`src/rtl/led_blinker_pkg.sv`:
```
// led_blinker_pkg: shared types for the LED blinker.
// Holds FSM state encoding, phase width and a tick-limit helper.
package led_blinker_pkg;

  typedef enum logic [1:0] {
    IDLE = 2'd0,
    ON   = 2'd1,
    OFF  = 2'd2
  } state_e;

  localparam int PHASE_W = 8;

  // Phase counter value on the last tick of a phase lasting n ticks.
  function automatic logic [PHASE_W-1:0] last_tick(int unsigned n);
    return PHASE_W'(n - 1);
  endfunction

endpackage

```
`src/rtl/blink_prescaler.sv`:
```
// blink_prescaler: free-running DIV_BITS-bit divider.
// Ports: sysclk, rst (sync, high), clr (sync restart), tick (counter all ones).
module blink_prescaler #(
  parameter int DIV_BITS = 21
) (
  input  logic sysclk,
  input  logic rst,
  input  logic clr,
  output logic tick
);

  logic [DIV_BITS-1:0] cnt_q;
  logic [DIV_BITS-1:0] cnt_d;

  always_comb begin
    cnt_d = cnt_q + DIV_BITS'(1);
    if (clr) cnt_d = '0;
  end

  always_ff @(posedge sysclk) begin
    if (rst) cnt_q <= '0;
    else     cnt_q <= cnt_d;
  end

  assign tick = &cnt_q;

endmodule

```
`src/rtl/led_blinker.sv`:
```
// led_blinker: queues blink requests and plays them as ON/OFF phases.
// Ports: sysclk, rst (sync, high), evt (request pulse), led, busy,
//   pending (queued blinks incl. current), ovf (only with
//   LED_BLINKER_OVERFLOW_EN: sticky flag for requests dropped at saturation).
module led_blinker
  import led_blinker_pkg::*;
#(
  parameter int DIV_BITS  = 21,
  parameter int ON_TICKS  = 4,
  parameter int OFF_TICKS = 4,
  parameter int CNT_W     = 4
) (
  input  logic             sysclk,
  input  logic             rst,
  input  logic             evt,
  output logic             led,
  output logic             busy,
  output logic [CNT_W-1:0] pending
`ifdef LED_BLINKER_OVERFLOW_EN
  ,
  output logic             ovf
`endif
);

  localparam logic [PHASE_W-1:0] ON_LAST  = last_tick(ON_TICKS);
  localparam logic [PHASE_W-1:0] OFF_LAST = last_tick(OFF_TICKS);
  localparam logic [CNT_W-1:0]   PEND_MAX = '1;
  localparam logic [CNT_W-1:0]   PEND_ONE = CNT_W'(1);

  state_e               state_q, state_d;
  logic [PHASE_W-1:0]   phase_q, phase_d;
  logic [CNT_W-1:0]     pend_q, pend_d;
  logic                 tick;
  logic                 clr;
  logic                 on_end;
  logic                 off_end;
  logic                 active;

  blink_prescaler #(
    .DIV_BITS(DIV_BITS)
  ) u_presc (
    .sysclk(sysclk),
    .rst   (rst),
    .clr   (clr),
    .tick  (tick)
  );

  assign active  = (state_q != IDLE);
  assign clr     = (state_q == IDLE) && evt;
  assign on_end  = (state_q == ON) && tick && (phase_q == ON_LAST);
  assign off_end = (state_q == OFF) && tick && (phase_q == OFF_LAST);

  always_ff @(posedge sysclk) begin
    if (rst) begin
      state_q <= IDLE;
      phase_q <= '0;
      pend_q  <= '0;
    end else begin
      state_q <= state_d;
      phase_q <= phase_d;
      pend_q  <= pend_d;
    end
  end

  // An evt landing on the end of OFF replaces the decrement,
  // so the queue stays nonempty and another blink follows.
  always_comb begin
    state_d = state_q;
    unique case (state_q)
      IDLE: if (evt) state_d = ON;
      ON:   if (on_end) state_d = OFF;
      OFF: begin
        if (off_end)
          state_d = (evt || pend_q != PEND_ONE) ? ON : IDLE;
      end
      default: state_d = IDLE;
    endcase
  end

  always_comb begin
    phase_d = phase_q;
    pend_d  = pend_q;
    unique case (state_q)
      IDLE: begin
        if (evt) begin
          phase_d = '0;
          pend_d  = PEND_ONE;
        end
      end
      ON: begin
        if (tick)
          phase_d = on_end ? '0 : phase_q + PHASE_W'(1);
        if (evt && pend_q != PEND_MAX)
          pend_d = pend_q + CNT_W'(1);
      end
      OFF: begin
        if (tick)
          phase_d = off_end ? '0 : phase_q + PHASE_W'(1);
        if (off_end) begin
          if (!evt) pend_d = pend_q - CNT_W'(1);
        end else if (evt && pend_q != PEND_MAX) begin
          pend_d = pend_q + CNT_W'(1);
        end
      end
      default: begin
        phase_d = '0;
        pend_d  = '0;
      end
    endcase
  end

  always_comb begin
    led     = (state_q == ON);
    busy    = active;
    pending = pend_q;
  end

`ifdef LED_BLINKER_OVERFLOW_EN
  logic ovf_q;
  logic ovf_set;

  assign ovf_set = active && evt && !off_end && (pend_q == PEND_MAX);

  always_ff @(posedge sysclk) begin
    if (rst)          ovf_q <= 1'b0;
    else if (ovf_set) ovf_q <= 1'b1;
  end

  assign ovf = ovf_q;
`endif

endmodule

```
`config.mk`:
```
export PLATFORM = sky130hd
export DESIGN_NAME = led_blinker
export DESIGN_NICKNAME = d
export VERILOG_FILES = /design/src/rtl/led_blinker_pkg.sv /design/src/rtl/blink_prescaler.sv /design/src/rtl/led_blinker.sv
export SDC_FILE = /design/constraint.sdc
export NUM_CORES = 1
export LEC_CHECK = 0
export ABC_AREA = 1
export CAP_MARGIN = 30
export CORE_AREA = 10 10 69 71
export CTS_CLUSTER_DIAMETER = 100
export DETAILED_ROUTE_END_ITERATION = 6
export DIE_AREA = 0 0 79 81
export PLACE_DENSITY = 0.79
export SYNTH_ARGS = -nofsm -noshare
export SYNTH_HDL_FRONTEND = slang
export SYNTH_HIERARCHICAL = 1
export SYNTH_SLANG_ARGS = --single-unit
```
`constraint.sdc`:
```
create_clock -name sysclk -period 2.96 [get_ports sysclk]
set_input_delay 0.296 -clock sysclk [delete_from_list [all_inputs] [get_ports sysclk]]
set_output_delay 0.296 -clock sysclk [all_outputs]
set_load 0.005 [all_outputs]
```
==> results, run 1 <==
- The TritonCTS buffer count is 5.
- The startpoint identified for the worst register-to-register timing path is u_presc/cnt_q[0]$_SDFF_PP0_.
- After filler insertion, the fill cell instance count of the layout stands at between 300 and 400.
- The average wire per standard cell is between 10 and 15 um.
- The endpoint of the worst-slack reg-to-reg timing path is state_q[1]$_SDFFE_PP0P_.
- Measured along the x axis, the die boundary spans 79 um.
- The multiplexer share of the synthesized area is 0%.
- The fraction of final layout cells with drive strength greater than 1 is 11.3%.
- The flow ran to the end, and the final reports show no timing, DRC or antenna violations.
- The starting density of the core is around three fifths.
- The count of hold buffers inserted by post-cts repair is 0.
- Once detailed placement completed, the half-perimeter wirelength came to 3060 um.
- The synthesized netlist devotes between 10% and 20% of its cell area to compound gates.
- By area, the combinational part of the netlist is dominated by simple AND/OR/NAND/NOR gates.
- The final RePlAce weighted congestion is 0.871.
- The data arrival time of the worst path is 2.34 ns.
- The finished cells cover about 2300 sq um.
- Along the worst path, the maximum fanout reaches 5.
- The via count of the first global-routing pass was 1712.
- The total cell area at the placement stage is around 2300 sq um.
- The final max-slew violation count is 0.
- Dividing the detail-routed via count by the number of cells gives roughly 5.
- The count of input and output buffers is 8.
- The core region is around 3500 sq um.
- Entering global routing, the biggest net connects 14 pins.
- The number of antenna cells inserted is 0.
- The worst setup path is launched from a register.
- The power per cell area is roughly 570 nW/um^2.
- The completed layout was analyzed and its total power is roughly 1.3 mW.
- The level count of the clock H-tree is 2.
- The TritonCTS clock tree is built.
- The xor-xnor portion of the synthesized cell area is roughly 1.6%.
- The worst path needs 2.11 ns of the cycle, external delays included.
- The total routed wirelength is just under 4000 um.
- The arithmetic-cell share of the synthesized area counting full adders, half adders and majority gates is ~5.3%.
- The synthesized netlist devotes 37.4% of its cell area to simple gates.
- In this run the register-to-register setup slack is between 0.8 and 0.9 ns.
- The cell depth of the worst min-delay path is 1.
- The worst hold path terminates at u_presc/cnt_q[0]$_SDFF_PP0_.
- From bottom edge to top edge, the die measures 81 um.
- The number of instances in the placed design is 375.
- In the final timing run, aggregate negative setup slack is 0 ns.
- The global-route congestion overflow total is 0.
- 9 I/O pins were placed.
- The initial antenna violation count was 0.
- The count of TritonRoute iterations in the first routing pass is 4.
- The max-slew headroom at the worst pin is between 70% and 80%.
- The setup path with the least slack is of type reg2reg.
- After detailed routing, the wire length on met1 is approximately 1800 um.
- The total DRC errors in the routed layout is 0.
- Hold is met by roughly 0.46 ns.
- The static leakage is roughly 1.0 nW.
- The tree built by TritonCTS fans out to 35 sinks.
- The number of distinct library cells after synthesis is 31.
- The later pin in the worst-skew pair is clocked with a latency of 0.33 ns.
- At the pin with the least slew margin, the transition time is 0.305 ns.
- The die covers 6400 sq um.
- In this run the remaining antenna-violating nets after routing total 0.
- Setup repair after global routing left no endpoint under its margin.
- Of the synthesized area, sequential elements account for 33.0%.
- The number of cells in the finished layout apart from fillers is 383.
- The number of cells on the worst reg-to-reg path is 14.
- The clock transition at the registers of the reported paths is 0.10 ns.
- The number of vias after detailed routing is about 1.9k.
- The number of design-rule violations left by the first detailed-router iteration is about 110.
- The achievable clock frequency is 474 MHz.
- The maximum buffer depth of the clock tree is 2.
- VDD sags by at most approximately 0.28 mV.
- The launch point of the worst hold path is u_presc/cnt_q[0]$_SDFF_PP0_.
- The uppermost metal layer occupied by signal nets is met4.
- The total of flip-flops plus latches after synthesis is 35.
- The Yosys warning count is 6.
- The synthesized area is about 2100 sq um.
- The average cell area after synthesis is 6.61 sq um.
- The number of buffers inserted to repair setup after CTS is 0.
- Max-cap violations in this run came to 0.
- The count of final hold-check violations is 0.
- The wire length on met3 is 117 um.
- The wire length on met2 is about 1900 um.
- Across every metal layer, demand over resource in global routing totals about an eighth.
- The required time at the endpoint of the critical path is about 3.2 ns.
- The standard-cell row count is 22.
- The layout overhead on the synthesized area is 8.49%.
- The first global-routing pass estimated around 7000 um of wire.
- The number of nets in the layout is between 300 and 400.
- The cell count after synthesis is between 300 and 400.
- The capturing element type of the critical path is a register.
- The worst path uses 71.3% of the clock period.
- Between clock sinks in the finished design, the worst skew comes to approximately 0.0036 ns.
- When the netlist entered floorplanning its net count stood at roughly 330.
- The worst min-delay path category is reg2reg.
- Once the clock tree was built, the resizer swapped 0 gates to a different size.
- Setup violations remaining at the end of the flow were counted as 0.
- The root buffer cell is clkbuf_4.
==> cells in the mapped netlist, drive strengths merged <==
cell | n | share of area (%)
nand4 | 3 | 0.88
nand2 | 86 | 16
nor2 | 55 | 13
o21ai | 14 | 4.2
buf | 3 | 0.83
nand3 | 24 | 6.1
o21bai | 1 | 0.53
inv | 55 | 9.8
a211oi | 1 | 0.35
a21oi | 26 | 6.3
nor3 | 1 | 0.24
dfxtp | 35 | 33
o21a | 1 | 0.35
nor3b | 1 | 0.59
xor2 | 4 | 1.6
ha | 9 | 5.3
and2 | 1 | 0.29
o22ai | 1 | 0.29
==> layer usage <==
layer / up-vias / GRT usage, %
li1: 1028 / -
met1: 861 / 14.8
met2: 19 / 24.0
met3: 7 / 3.53
met4: 0 / 4.66
met5: - / 0
==> metrics by stage <==
step / setup WS (ns) / utilization (%)
global route: 0.598 / 65.4
detailed placement: 0.846 / 64.0
floorplan: 1.05 / -
global placement: 0.914 / 64.0
finish: 0.849 / 65.4
CTS: 0.832 / 65.4
==> critical path: stages (launching register included) <==
cell	delay, ns
dfxtp_1	0.37
ha_1	0.19
nand2_1	0.11
nor2_4	0.14
nand2_2	0.11
nor2_4	0.13
nand3_1	0.10
inv_1	0.14
nand2_1	0.06
inv_1	0.06
nand2_2	0.07
o21ai_2	0.20
nand2_1	0.11
o21ai_0	0.15
a21oi_1	0.05
==> logic make-up (layout without fill, tap and decap cells) <==
logic type | count (synthesis) | in the layout
xor gates and xnor gates | 4 | 4
buffers and inverters | 58 | 72
adders and majority gates | 9 | 9
and+or+nand+nor | 171 | 171
DFF | 35 | 35
AOI/OAI and AO/OA | 44 | 44
==> final cells by class <==
class | instances | area (sq um) | share of cell area, %
multi-input combinational | 228 | 1200 | 51.9
tap | 48 | 60.1 | 2.61
timing repair buffer | 9 | 87.6 | 3.80
clock buffer | 7 | 45.0 | 1.96
inverter | 55 | 209 | 9.07
sequential | 35 | 701 | 30.4
clock inverter | 1 | 5.00 | 0.217
==> worst max path at each step <==
| stage | slack [ns] | end | startpoint | cells past startpoint |
|---|---|---|---|---|
| floorplan | 1.05 | state_q[1]$_SDFFE_PP0P_ | u_presc/cnt_q[0]$_SDFF_PP0_ | 14 |
| global placement | 0.91 | state_q[1]$_SDFFE_PP0P_ | u_presc/cnt_q[0]$_SDFF_PP0_ | 14 |
| detailed placement | 0.85 | state_q[1]$_SDFFE_PP0P_ | u_presc/cnt_q[0]$_SDFF_PP0_ | 14 |
| CTS | 0.83 | state_q[1]$_SDFFE_PP0P_ | u_presc/cnt_q[0]$_SDFF_PP0_ | 14 |
| global route | 0.60 | pending[0]$_SDFFE_PP0P_ | u_presc/cnt_q[0]$_SDFF_PP0_ | 17 |
| finish | 0.85 | state_q[1]$_SDFFE_PP0P_ | u_presc/cnt_q[0]$_SDFF_PP0_ | 14 |
==> state kept, by name, indices dropped and copies added, names as in the netlist <==
signal,flops
u_presc/cnt_q,21
pending,4
phase_q,8
state_q,2
==> placed cells by master (no fill, tap or decap), types with 6 or more instances in the layout <==
| cell | count |
|---|---|
| dfxtp_1 | 35 |
| inv_1 | 49 |
| o21ai_0 | 9 |
| nor2_1 | 45 |
| a21oi_1 | 25 |
| nor2_4 | 6 |
| nand3_1 | 22 |
| clkdlybuf4s50_1 | 8 |
| nand2_1 | 79 |
| ha_1 | 9 |
| nand2_2 | 6 |
==> report_power, final <==
| group | internal, mW | total, mW | switching, mW |
|---|---|---|---|
| combinational | 0.194 | 0.516 | 0.322 |
| clock | 0.0926 | 0.246 | 0.154 |
| sequential | 0.509 | 0.548 | 0.0392 |
Note: power is estimated with default switching activity, not from simulation.
==> inputs of run 2 (changes only) <==
--- a/config.mk
+++ b/config.mk
@@ -7,11 +7,11 @@
 export LEC_CHECK = 0
 export ABC_AREA = 1
 export CAP_MARGIN = 30
-export CORE_AREA = 10 10 69 71
+export CORE_AREA = 10 10 74 76
 export CTS_CLUSTER_DIAMETER = 100
 export DETAILED_ROUTE_END_ITERATION = 6
-export DIE_AREA = 0 0 79 81
-export PLACE_DENSITY = 0.79
+export DIE_AREA = 0 0 84 86
+export PLACE_DENSITY = 0.71
 export SYNTH_ARGS = -nofsm -noshare
 export SYNTH_HDL_FRONTEND = slang
 export SYNTH_HIERARCHICAL = 1
==> constraint.sdc (replaced) <==
create_clock -name sysclk -period 1.9 [get_ports sysclk]
set_input_delay 0.19 -clock sysclk [delete_from_list [all_inputs] [get_ports sysclk]]
set_output_delay 0.19 -clock sysclk [all_outputs]
set_load 0.005 [all_outputs]
==> run 2 against run 1 <==
  * Sequential share of layout area decreased by 2.2 points
  * Clock skew increased by 0.0032 ns
  * Global-route usage decreased by 0.39 points
  * Setup slack got worse by 0.79 ns
  * Core utilization decreased by 2.4 points
  * Fmax increased by 15%
  * Highest routed layer unchanged
==> results, run 2 (synthesized netlist as in run 1, its figures left out) <==
- The power per cell area was 889 nW/um^2 (+56%).
- The switching power as a share of total power is 38.1% (-1.2 points).
- In this run the worst hold path is classified as reg2reg.
- The global-route wire length before repair was 7980 um (+12%).
- The chip width was 84 um (+6.3%).
- The number of flip-flops in the largest register is 21 (unchanged).
- The data arrival time of the worst path is 2.03 ns (-0.31 ns).
- The final worst clock skew is 0.00680 ns (+0.00318 ns).
- The internal power component is 1.38 mW (+73%).
- The count of input and output buffers came to 8 (unchanged).
- The largest vdd supply drop is 0.421 mV (+53%).
- The initial antenna violation count came to 0 (unchanged).
- The average wire per standard cell is 10.7 um (+4.7%).
- The routed length on met1 is 1910 um (+3.9%).
- The count of TritonRoute iterations in the first routing pass is 4 (unchanged).
- The worst register-to-register path ends at pending[0]$_SDFFE_PP0P_.
- The switching power of the nets is 0.847 mW (+65%).
- The share of the clock period used by the worst path after layout is 97.0% (+26 points).
- The number of clock sinks is 35 (unchanged).
- The die area is 7220 sq um (+13%).
- The part of the power in the clock network is 23.2% (+4.4 points).
- The starting density of the core is 53.5% (-6.8 points).
- The total routed wirelength is 4300 um (+9.3%).
- The clock transition at the registers of the reported paths is 0.07 ns (-0.03 ns).
- The biggest fanout along the worst timing path is 5 (unchanged).
- The global-route congestion overflow total is 0 (unchanged).
- In this run the critical register-to-register path is launched from u_presc/cnt_q[1]$_SDFF_PP0_.
- The total of fill cells in the finished design is 364 (unchanged).
- The required time at the endpoint of the critical path was 2.09 ns (-1.10 ns).
- The cell depth of the worst min-delay path is 1 (unchanged).
- The register name with the most flops is u_presc/cnt_q.
- The I/O pin count is 9 (unchanged).
- The total cell area at the placement stage is 2330 sq um (+3.4%).
- The core box area is 3970 sq um (+13%).
- The final RePlAce weighted congestion is 0.804 (-7.6%).
- The max-capacitance violation count was 0 (unchanged).
- The achievable clock frequency came to 543 MHz (+15%).
- The number of vias after detailed routing is 1936 (+1.1%).
- The area taken by flip-flops and latches is 704 sq um (+0.54%).
- The wire length on met3 is 157 um (+34%).
- Setup repair after global routing could not meet its margin everywhere.
- The largest net degree at the start of global routing is 14 (unchanged).
- The remaining antenna violation count after routing came to 0 (unchanged).
- The standard-cell row count is 23 (+4.5%).
- The final max-slew violation count is 0 (unchanged).
- The HPWL reported at the end of detailed placement came to 3190 um (+4.2%).
- The slack of the worst reg-to-reg path is 0.06 ns (-0.79 ns).
- The wire length on met2 is 2130 um (+11%).
- The number of setup violations in the final report was 0 (unchanged).
- The total global routing track utilization is 12.9% (-0.39 points).
- The static leakage came to 1.11 nW (+10%).
- The via count of the first global-routing pass is 1933 (+13%).
- The TritonCTS buffer count is 5 (unchanged).
- The count of hold buffers inserted by post-cts repair came to 0 (unchanged).
- The slew at the pin closest to its max-slew limit was 0.311 ns (+0.00604 ns).
- The final non-filler cell area is 2500 sq um (+8.5%).
- The die extent in y came to 86 um (+6.2%).
- The flow ran to the end, and the final reports show no timing, DRC or antenna violations.
- The clock network latency to the later pin of the worst-skew pair is 0.29 ns (-0.04 ns).
- TritonCTS built the clock tree.
- The number of cells on the worst reg-to-reg path is 16 (+2).
- The kind of start point of the critical path is a register.
- The number of antenna cells inserted came to 0 (unchanged).
- The fraction of final layout cells with drive strength greater than 1 came to 18.6% (+7.2 points).
- The shortest clock period the worst path allows after layout is 1.84 ns (-0.268 ns).
- The total DRC errors in the routed layout is 0 (unchanged).
- The share of power burned in registers is 38.9% (-2.9 points).
- In this run the clock root is driven by a clkbuf_8.
- The number of design-rule violations left by the first detailed-router iteration is 62 (-45%).
- The max-slew headroom at the worst pin was 79.3% (-0.34 points).
- Signal routing reaches up to met4.
- The number of nets in the layout was 361 (+4.3%).
- In the layout the commonest cells are 77 x nand2_1, 48 x inv_1, 42 x nor2_1, 32 x dfxtp_1, 24 x a21oi_1.
- The maximum buffer depth of the clock tree is 2 (unchanged).
- The worst hold path terminates at u_presc/cnt_q[0]$_SDFF_PP0_.
- The via count normalized by instance count is 4.84 (-3.2%).
- The layout overhead on the synthesized area is 17.7%.
- STA classifies the critical path endpoint as a register.
- The worst hold path begins at u_presc/cnt_q[0]$_SDFF_PP0_.
- The relative contribution of combinational cells to total power is 37.8% (-1.6 points).
- The area used by multi-input combinational logic is 1240 sq um (+3.9%).
- The count of final hold-check violations is 0 (unchanged).
- The level count of the clock H-tree came to 2 (unchanged).
- The critical path in this run is classified as reg2reg.
- The final cell utilization of the core was 62.9% (-2.4 points).
- The leading cell type in the layout, fill and taps excluded is nand2_1.
run 2: cell count changes in the layout (fill, tap and decap cells not counted), sizes merged:
cell  before  now
buf        1   16
run 2: per-layer routing:
metal  vias to the layer above  track usage (%)
met1                       850             13.7
li1                       1050                -
met4                         0             6.24
met3                         9             3.41
met2                        27             23.3
met5                         -                0
run 2: power groups by stage:
| stage | registers (mW) | clock network [mW] | logic, mW |
|---|---|---|---|
| finish | 0.866 | 0.516 | 0.841 |
| global placement | 0.872 | 0 | 0.806 |
| detailed placement | 0.873 | 0 | 0.818 |
| global route | 0.878 | 0.562 | 0.963 |
| floorplan | 0.861 | 0 | 0.603 |
| CTS | 0.857 | 0.536 | 0.821 |
run 2: final cells by class:
class                      count  share of cell area (%)
multi-input combinational    228                    49.7
sequential                    35                    28.2
inverter                      55                    8.36
timing repair buffer          24                    8.01
clock buffer                   7                    3.05
tap                           50                    2.50
clock inverter                 1                   0.200
run 2: worst max path at each step:
stage,startpoint,to,slack [ns],cells after the start
finish,u_presc/cnt_q[1]$_SDFF_PP0_,pending[0]$_SDFFE_PP0P_,0.06,16
global route,u_presc/cnt_q[0]$_SDFF_PP0_,pending[0]$_SDFFE_PP0P_,-0.13,17
CTS,u_presc/cnt_q[0]$_SDFF_PP0_,pending[0]$_SDFFE_PP0P_,0.009,17
detailed placement,u_presc/cnt_q[0]$_SDFF_PP0_,state_q[1]$_SDFFE_PP0P_,0.02,14
global placement,u_presc/cnt_q[0]$_SDFF_PP0_,pending[0]$_SDFFE_PP0P_,0.06,17
floorplan,u_presc/cnt_q[0]$_SDFF_PP0_,state_q[1]$_SDFFE_PP0P_,0.02,14
run 2: stage by stage:
step,power (mW),setup TNS (ns),instances,hold slack (ns),worst slack (ns)
3_5_place_dp,1.69,0,387,0.439,0.0185
6_report,2.22,0,400,0.440,0.0576
2_1_floorplan,1.46,0,321,0.252,0.0244
5_1_grt,2.40,-0.448,400,0.468,-0.134
3_3_place_gp,1.68,0,387,0.434,0.0566
4_1_cts,2.21,0,395,0.448,0.00936
run 2: worst max-delay path: stages (launching register included):
cell and delay (ns):
dfxtp_2 0.36, ha_4 0.16, nand2_4 0.06, nor2_4 0.12, nand2_2 0.08, nor2_4 0.11, nand3_2 0.08, inv_2 0.07
nand2_1 0.05, inv_1 0.06, nand2_2 0.07, nor2_4 0.19, o21bai_4 0.11, nand2_1 0.07, nand2_1 0.05, nand2_1 0.07
a21oi_2 0.05
run 2: what timing repair did:
item | CTS | global route
hold endpoints to repair | 0 | 0
endpoints found under the setup margin | 0 | 15
setup buffers | 0 | 5
resized for setup | 0 | 14
